<file path="src/rtl/if_fetch_ctrl_pkg.sv">
// Shared core definitions for the instruction fetch controller:
// FSM state encoding, PC step and the NOP encoding.
package if_fetch_ctrl_pkg;

  typedef enum logic [1:0] {
    ST_BOOT = 2'd0,
    ST_REQ  = 2'd1,
    ST_WAIT = 2'd2,
    ST_HOLD = 2'd3
  } fetch_state_e;

  localparam logic [31:0] PC_INC   = 32'd4;
  localparam logic [31:0] NOP_INST = 32'h0000_0013;

endpackage

</file>
<file path="src/rtl/if_fetch_ctrl.sv">
// Instruction fetch controller: one outstanding imem request, holds the fetched
// PC/instruction pair until IF/ID accepts it. Optional feature macro: IF_MISALIGN_CHK_EN.
module if_fetch_ctrl
  import if_fetch_ctrl_pkg::*;
#(
  parameter logic [31:0] RESET_PC = 32'h0000_0000
) (
  input  logic        clk,
  input  logic        rst_n,
  input  logic        stall_i,
  input  logic        redirect_i,
  input  logic [31:0] redirect_pc_i,
  output logic        imem_req_o,
  output logic [31:0] imem_addr_o,
  input  logic        imem_gnt_i,
  input  logic        imem_rvalid_i,
  input  logic [31:0] imem_rdata_i,
  output logic        if_valid_o,
  output logic [31:0] if_pc_o,
  output logic [31:0] if_inst_o
`ifdef IF_MISALIGN_CHK_EN
  ,
  output logic        if_misalign_o
`endif
);

  fetch_state_e state_reg, state_next;
  logic [31:0]  pc_reg, pc_next;
  logic         kill_reg, kill_next;
  logic         valid_reg, valid_next;
  logic [31:0]  if_pc_reg, if_pc_next;
  logic [31:0]  inst_reg, inst_next;
  logic         misalign_reg, misalign_next;
  logic [31:0]  redir_pc;
  logic         redir_misalign;

`ifdef IF_MISALIGN_CHK_EN
  assign redir_pc       = redirect_pc_i;
  assign redir_misalign = redirect_i && (redirect_pc_i[1:0] != 2'b00);
  assign if_misalign_o  = misalign_reg;
`else
  // Without the check, targets are word-aligned by construction.
  logic redir_lsb_unused;
  logic misalign_unused;
  assign redir_pc         = {redirect_pc_i[31:2], 2'b00};
  assign redir_misalign   = 1'b0;
  assign redir_lsb_unused = ^redirect_pc_i[1:0];
  assign misalign_unused  = misalign_reg;
`endif

  assign imem_req_o  = (state_reg == ST_REQ);
  assign imem_addr_o = pc_reg;
  assign if_valid_o  = valid_reg;
  assign if_pc_o     = if_pc_reg;
  assign if_inst_o   = inst_reg;

  always_ff @(posedge clk or negedge rst_n) begin
    if (!rst_n) begin
      state_reg    <= ST_BOOT;
      pc_reg       <= RESET_PC;
      kill_reg     <= 1'b0;
      valid_reg    <= 1'b0;
      if_pc_reg    <= 32'h0;
      inst_reg     <= 32'h0;
      misalign_reg <= 1'b0;
    end else begin
      state_reg    <= state_next;
      pc_reg       <= pc_next;
      kill_reg     <= kill_next;
      valid_reg    <= valid_next;
      if_pc_reg    <= if_pc_next;
      inst_reg     <= inst_next;
      misalign_reg <= misalign_next;
    end
  end

  always_comb begin
    state_next    = state_reg;
    pc_next       = pc_reg;
    kill_next     = kill_reg;
    valid_next    = valid_reg;
    if_pc_next    = if_pc_reg;
    inst_next     = inst_reg;
    misalign_next = misalign_reg;

    // A killed response landing outside WAIT still retires the kill.
    if (imem_rvalid_i && kill_reg && (state_reg != ST_WAIT)) kill_next = 1'b0;

    case (state_reg)
      ST_BOOT: begin
        state_next = ST_REQ;
        if (redirect_i) pc_next = redir_pc;
      end
      ST_REQ: begin
        if (redirect_i) begin
          pc_next = redir_pc;
          if (imem_gnt_i) begin
            kill_next  = 1'b1;
            state_next = ST_WAIT;
          end
        end else if (imem_gnt_i) begin
          state_next = ST_WAIT;
        end
      end
      ST_WAIT: begin
        if (redirect_i) begin
          pc_next = redir_pc;
          if (imem_rvalid_i) begin
            kill_next  = 1'b0;
            state_next = ST_REQ;
          end else begin
            kill_next = 1'b1;
          end
        end else if (imem_rvalid_i) begin
          if (kill_reg) begin
            kill_next  = 1'b0;
            state_next = ST_REQ;
          end else begin
            valid_next = 1'b1;
            if_pc_next = pc_reg;
            inst_next  = imem_rdata_i;
            state_next = ST_HOLD;
          end
        end
      end
      default: begin // ST_HOLD
        if (redirect_i) begin
          pc_next       = redir_pc;
          valid_next    = 1'b0;
          misalign_next = 1'b0;
          state_next    = ST_REQ;
        end else if (!stall_i) begin
          pc_next       = pc_reg + PC_INC;
          valid_next    = 1'b0;
          misalign_next = 1'b0;
          state_next    = ST_REQ;
        end
      end
    endcase

    // Misaligned target: present a NOP instead of fetching; any request in flight is killed.
    if (redir_misalign) begin
      state_next    = ST_HOLD;
      pc_next       = redirect_pc_i;
      valid_next    = 1'b1;
      misalign_next = 1'b1;
      if_pc_next    = redirect_pc_i;
      inst_next     = NOP_INST;
      kill_next     = ((state_reg == ST_REQ) && imem_gnt_i) ||
                      (((state_reg == ST_WAIT) || kill_reg) && !imem_rvalid_i);
    end
  end

endmodule

</file>
<file path="config.mk">
export PLATFORM = sky130hd
export DESIGN_NAME = if_fetch_ctrl
export DESIGN_NICKNAME = d
export VERILOG_FILES = /design/src/rtl/if_fetch_ctrl_pkg.sv /design/src/rtl/if_fetch_ctrl.sv
export SDC_FILE = /design/constraint.sdc
export NUM_CORES = 1
export LEC_CHECK = 0
export ABC_CLOCK_PERIOD_IN_PS = 2700
export CAP_MARGIN = 0
export CELL_PAD_IN_SITES_DETAIL_PLACEMENT = 1
export CELL_PAD_IN_SITES_GLOBAL_PLACEMENT = 2
export CORE_MARGIN = 2
export CORE_UTILIZATION = 27
export CTS_CLUSTER_SIZE = 30
export DETAILED_ROUTE_END_ITERATION = 8
export PLACE_DENSITY_LB_ADDON = 0.3
export SYNTH_ARGS = -nofsm -noshare
export SYNTH_HDL_FRONTEND = slang
export SYNTH_SLANG_ARGS = --single-unit
</file>
<file path="constraint.sdc">
create_clock -name clk -period 2.7 [get_ports clk]
set_clock_uncertainty 0.2 [all_clocks]
set_input_delay 0.54 -clock clk [delete_from_list [all_inputs] [get_ports clk]]
set_output_delay 0.54 -clock clk [all_outputs]
set_load 0.02 [all_outputs]
</file>
==> Implementation_results.wiki <==
{| class="wikitable"
! Metric !! Value
|-
| Cell count after placement || 753
|-
| PortBufs || 161
|-
| Largest net degree at the start of global routing || 55
|-
| Rel. slew slack || 0.5239
|-
| Part of the power in combinational logic || 0.437
|-
| Max FFs per register || 32
|-
| Die area || 17,450 um^2
|-
| Total leakage power || 2.757 nW
|-
| Post-synthesis share of cell area spent on full adders, half adders and majority gates || 0.01920
|-
| Shortest period the worst path allows || 2.555 ns
|-
| Remaining antenna violation count after routing || 0
|-
| Post-synthesis xor/xnor area fraction || 0.01384
|-
| Remaining routing DRC violations || 0
|-
| Max-capacitance violation count || 0
|-
| Clock network power share || 0.198
|-
| Via count of the first global-routing pass || 4,013
|-
| Die extent in y || 132.1 um
|-
| X dimension of the die || 132.1 um
|-
| Worst VDD drop || 0.3772 mV
|-
| Final Instance Count excl. Fillers || 770
|-
| CP cell instances || inv_1 -> ha_1 -> clkdlybuf4s50_1
|-
| Reg power frac || 0.366
|-
| Commonest non-fill, non-tap cell in the layout || sky130_fd_sc_hd__clkdlybuf4s50_1
|-
| Area delta synth->final || 51.03%
|-
| Core Area || 15,940 um^2
|-
| CP Data Required Time || 1.96 ns
|-
| Initial core utilization || 0.2779
|-
| Slew at the pin closest to its max-slew limit || 0.7141 ns
|-
| I/O Pins || 168
|-
| Worst Path Max Fanout || 6
|-
| Most used cells in the layout excluding fill and tap cells || 160 x sky130_fd_sc_hd__clkdlybuf4s50_1, 96 x sky130_fd_sc_hd__dfrtp_1, 62 x sky130_fd_sc_hd__mux2_2
|-
| Share of cells above drive strength 1 || 0.1971
|-
| Global-route wire length before repair || 22,270 um
|-
| Synthesized cell area || 4430 um^2
|-
| Fraction of synthesis flops using an asynchronous set or reset pin || 1.000
|-
| Outcome || finished clean
|-
| Number of enable-type register cells in the synthesized netlist || 0
|-
| Ys flop type || sky130_fd_sc_hd__dfrtp_1
|-
| Slowest-stage cell, CP || sky130_fd_sc_hd__clkdlybuf4s50_1
|-
| Min-delay worst type || input pin to asynchronous set/reset pin
|-
| Cts bufs inserted || 9
|-
| Site row count || 46
|-
| # clock sinks || 96
|-
| First-pass detailed-route iteration total || 4
|-
| Clk slew on worst S/H paths || 0.07 ns
|-
| Count of buffers added by post-CTS timing repair for setup || 0
|-
| Number of distinct library cells after synthesis || 54
|-
| Number of synthesized register bits || 96
|-
| Routed len/inst || 17.57 um
|-
| Mean post-synth cell area || 11.91 um^2
|-
| Fraction of the mapped netlist area in simple logic gates || 0.1421
|-
| Slew Limit Fails || 0
|-
| Critical Path End Type || output pin
|-
| CTS Root Buffer Type || sky130_fd_sc_hd__clkbuf_16
|-
| Initial drt markers || 115
|-
| Area fraction in compound gates after synthesis || 0.08585
|-
| Part of the Yosys area used for sequential elements || 0.5422
|-
| F_max || 0.3914 GHz
|-
| H-tree levels || 3
|-
| Sw frac || 0.3497
|-
| RSZ-0062 raised after global routing || false
|-
| Final setup violation count || 0
|-
| Routed via count divided by cell count || 4.727
|-
| TritonCTS clock tree || built
|-
| Startpoint types || flop
|-
| Hold Buf Count CTS || 0
|-
| Power dissipated by switching net loads || 0.002150 W
|-
| Critical Path Max Stage Delay || 0.65 ns
|-
| Share of the clock period used by the worst path after layout || 0.9464
|-
| Total global routing overflow || 0
|-
| Combinational family with the most area after synthesis || multiplexers
|-
| Pwr Density || 918.8 nW/um^2
|-
| Buffer levels on the longest clock path || 2
|-
| Internal power || 0.003998 W
|-
| Final Worst Setup Slack || 0.1448 ns
|-
| Via count || 3,640
|-
| Yosys Warn Count || 0
|-
| Total of fill cells in the finished design || 1,778
|-
| Data arrival time of the critical path || 1.82 ns
|-
| Number of resized instances in the post-cts repair step || 0
|-
| Number of antenna violations at the first check in global routing || 1
|-
| Final weighted congestion in routability-driven placement || 0.7609
|-
| Gate count of the mapped netlist || 372
|-
| Crit path kind || flop to output pin
|-
| Combined global-route utilization of all metal layers || 0.1601
|-
| Hpwl dp || 10,130 um
|-
| Layout Nets || 624
|-
| Total length of routed wires || 13,530 um
|-
| Proportion of synthesized area in mux cells || 0.1621
|-
| Latest clock arrival within the worst-skew pair || 0.35 ns
|-
| Hold Vio Cnt, Final || 0
|-
| Post-place setup slack || -0.08351 ns
|}
[routing by layer]
metal,GRT usage,up-vias,wire (um)
met5,0,-,0
met4,0.04891,0,161
met3,0.05459,11,1069
met2,0.2523,141,6003
met1,0.2078,1771,6296
li1,-,1717,-
[per-stage QoR]
| stage | area, um^2 | TNS [ns] | total power [W] | utilization | hold slack, ns |
|---|---|---|---|---|---|
| 2_1_floorplan | 4442 | 0 | 0.003596 | - | 0.04441 |
| 3_3_place_gp | 6415 | 0 | 0.004914 | 0.4024 | 0.2884 |
| 3_5_place_dp | 6415 | -0.08351 | 0.004995 | 0.4024 | 0.2949 |
| 4_1_cts | 6689 | 0 | 0.006245 | 0.4196 | 0.06869 |
| 5_1_grt | 6689 | 0 | 0.006519 | 0.4196 | 0.09823 |
| 6_report | 6691 | 0 | 0.006148 | 0.4197 | 0.03189 |
[worst paths after layout]
| path | startpoint | endpoint | slack, ns | depth (start not counted) |
|---|---|---|---|---|
| setup / recovery | state_reg[1] | imem_req_o | 0.14 | 3 |
| hold / removal | rst_n | if_inst_o[0] | 0.03 | 1 |
| setup reg to reg | imem_addr_o[17] | imem_addr_o[29] | 0.36 | 4 |
| hold reg to reg | if_pc_o[18] | if_pc_o[18] | 0.31 | 1 |
| max in group asynchronous | rst_n | imem_addr_o[3] | 1.59 | 2 |
| min in group clk | if_pc_o[18] | if_pc_o[18] | 0.31 | 1 |
[worst max-delay path: cells and delay by family (launching register included)]
family,cells,cell delay (ns)
flops,1,0.41
fa+ha+maj,1,0.28
buf+inv,2,0.78
[power by group through the flow]
| stage | combinational, W | sequential (W) | clock [W] |
|---|---|---|---|
| floorplan | 0.000748 | 0.00285 | 0 |
| global placement | 0.00266 | 0.00225 | 0 |
| detailed placement | 0.00271 | 0.00229 | 0 |
| CTS | 0.00272 | 0.00226 | 0.00126 |
| global route | 0.00287 | 0.00233 | 0.00132 |
| finish | 0.00269 | 0.00225 | 0.00122 |
[kinds of logic (layout without fill, tap and decap cells)]
family,after synthesis,after routing
adders and majority gates,7,7
xor gates and xnor gates,7,7
DFF,96,96
buffers and inverters,31,209
muxes,64,64
other,1,5
and+or+nand+nor,113,113
AOI/OAI and AO/OA,53,53
[cell type report]
cell class,instances,area (um^2),area share
multi-input cells,248,1889,0.2823
well taps,216,270.3,0.04039
clock buffers,10,229.0,0.03422
diodes,1,2.502,0.0003740
clock inverters,6,45.04,0.006731
inverters,9,33.78,0.005049
repair buffers,184,1819,0.2719
flip-flops and latches,96,2402,0.3590
[synthesized netlist by cell type, drive strengths merged, types with 7 or more instances]
| master | instances | area, um^2 |
|---|---|---|
| nand4 | 11 | 83.83 |
| o21ai | 11 | 55.05 |
| nor2 | 27 | 101.4 |
| inv | 9 | 33.78 |
| mux2 | 62 | 698.2 |
| dfrtp | 96 | 2402 |
| or4 | 10 | 76.32 |
| a31oi | 9 | 56.30 |
| buf | 11 | 65.05 |
| a311oi | 7 | 61.31 |
| clkbuf | 9 | 33.78 |
| nand2 | 25 | 93.84 |
(Power assumes the default switching activity.)
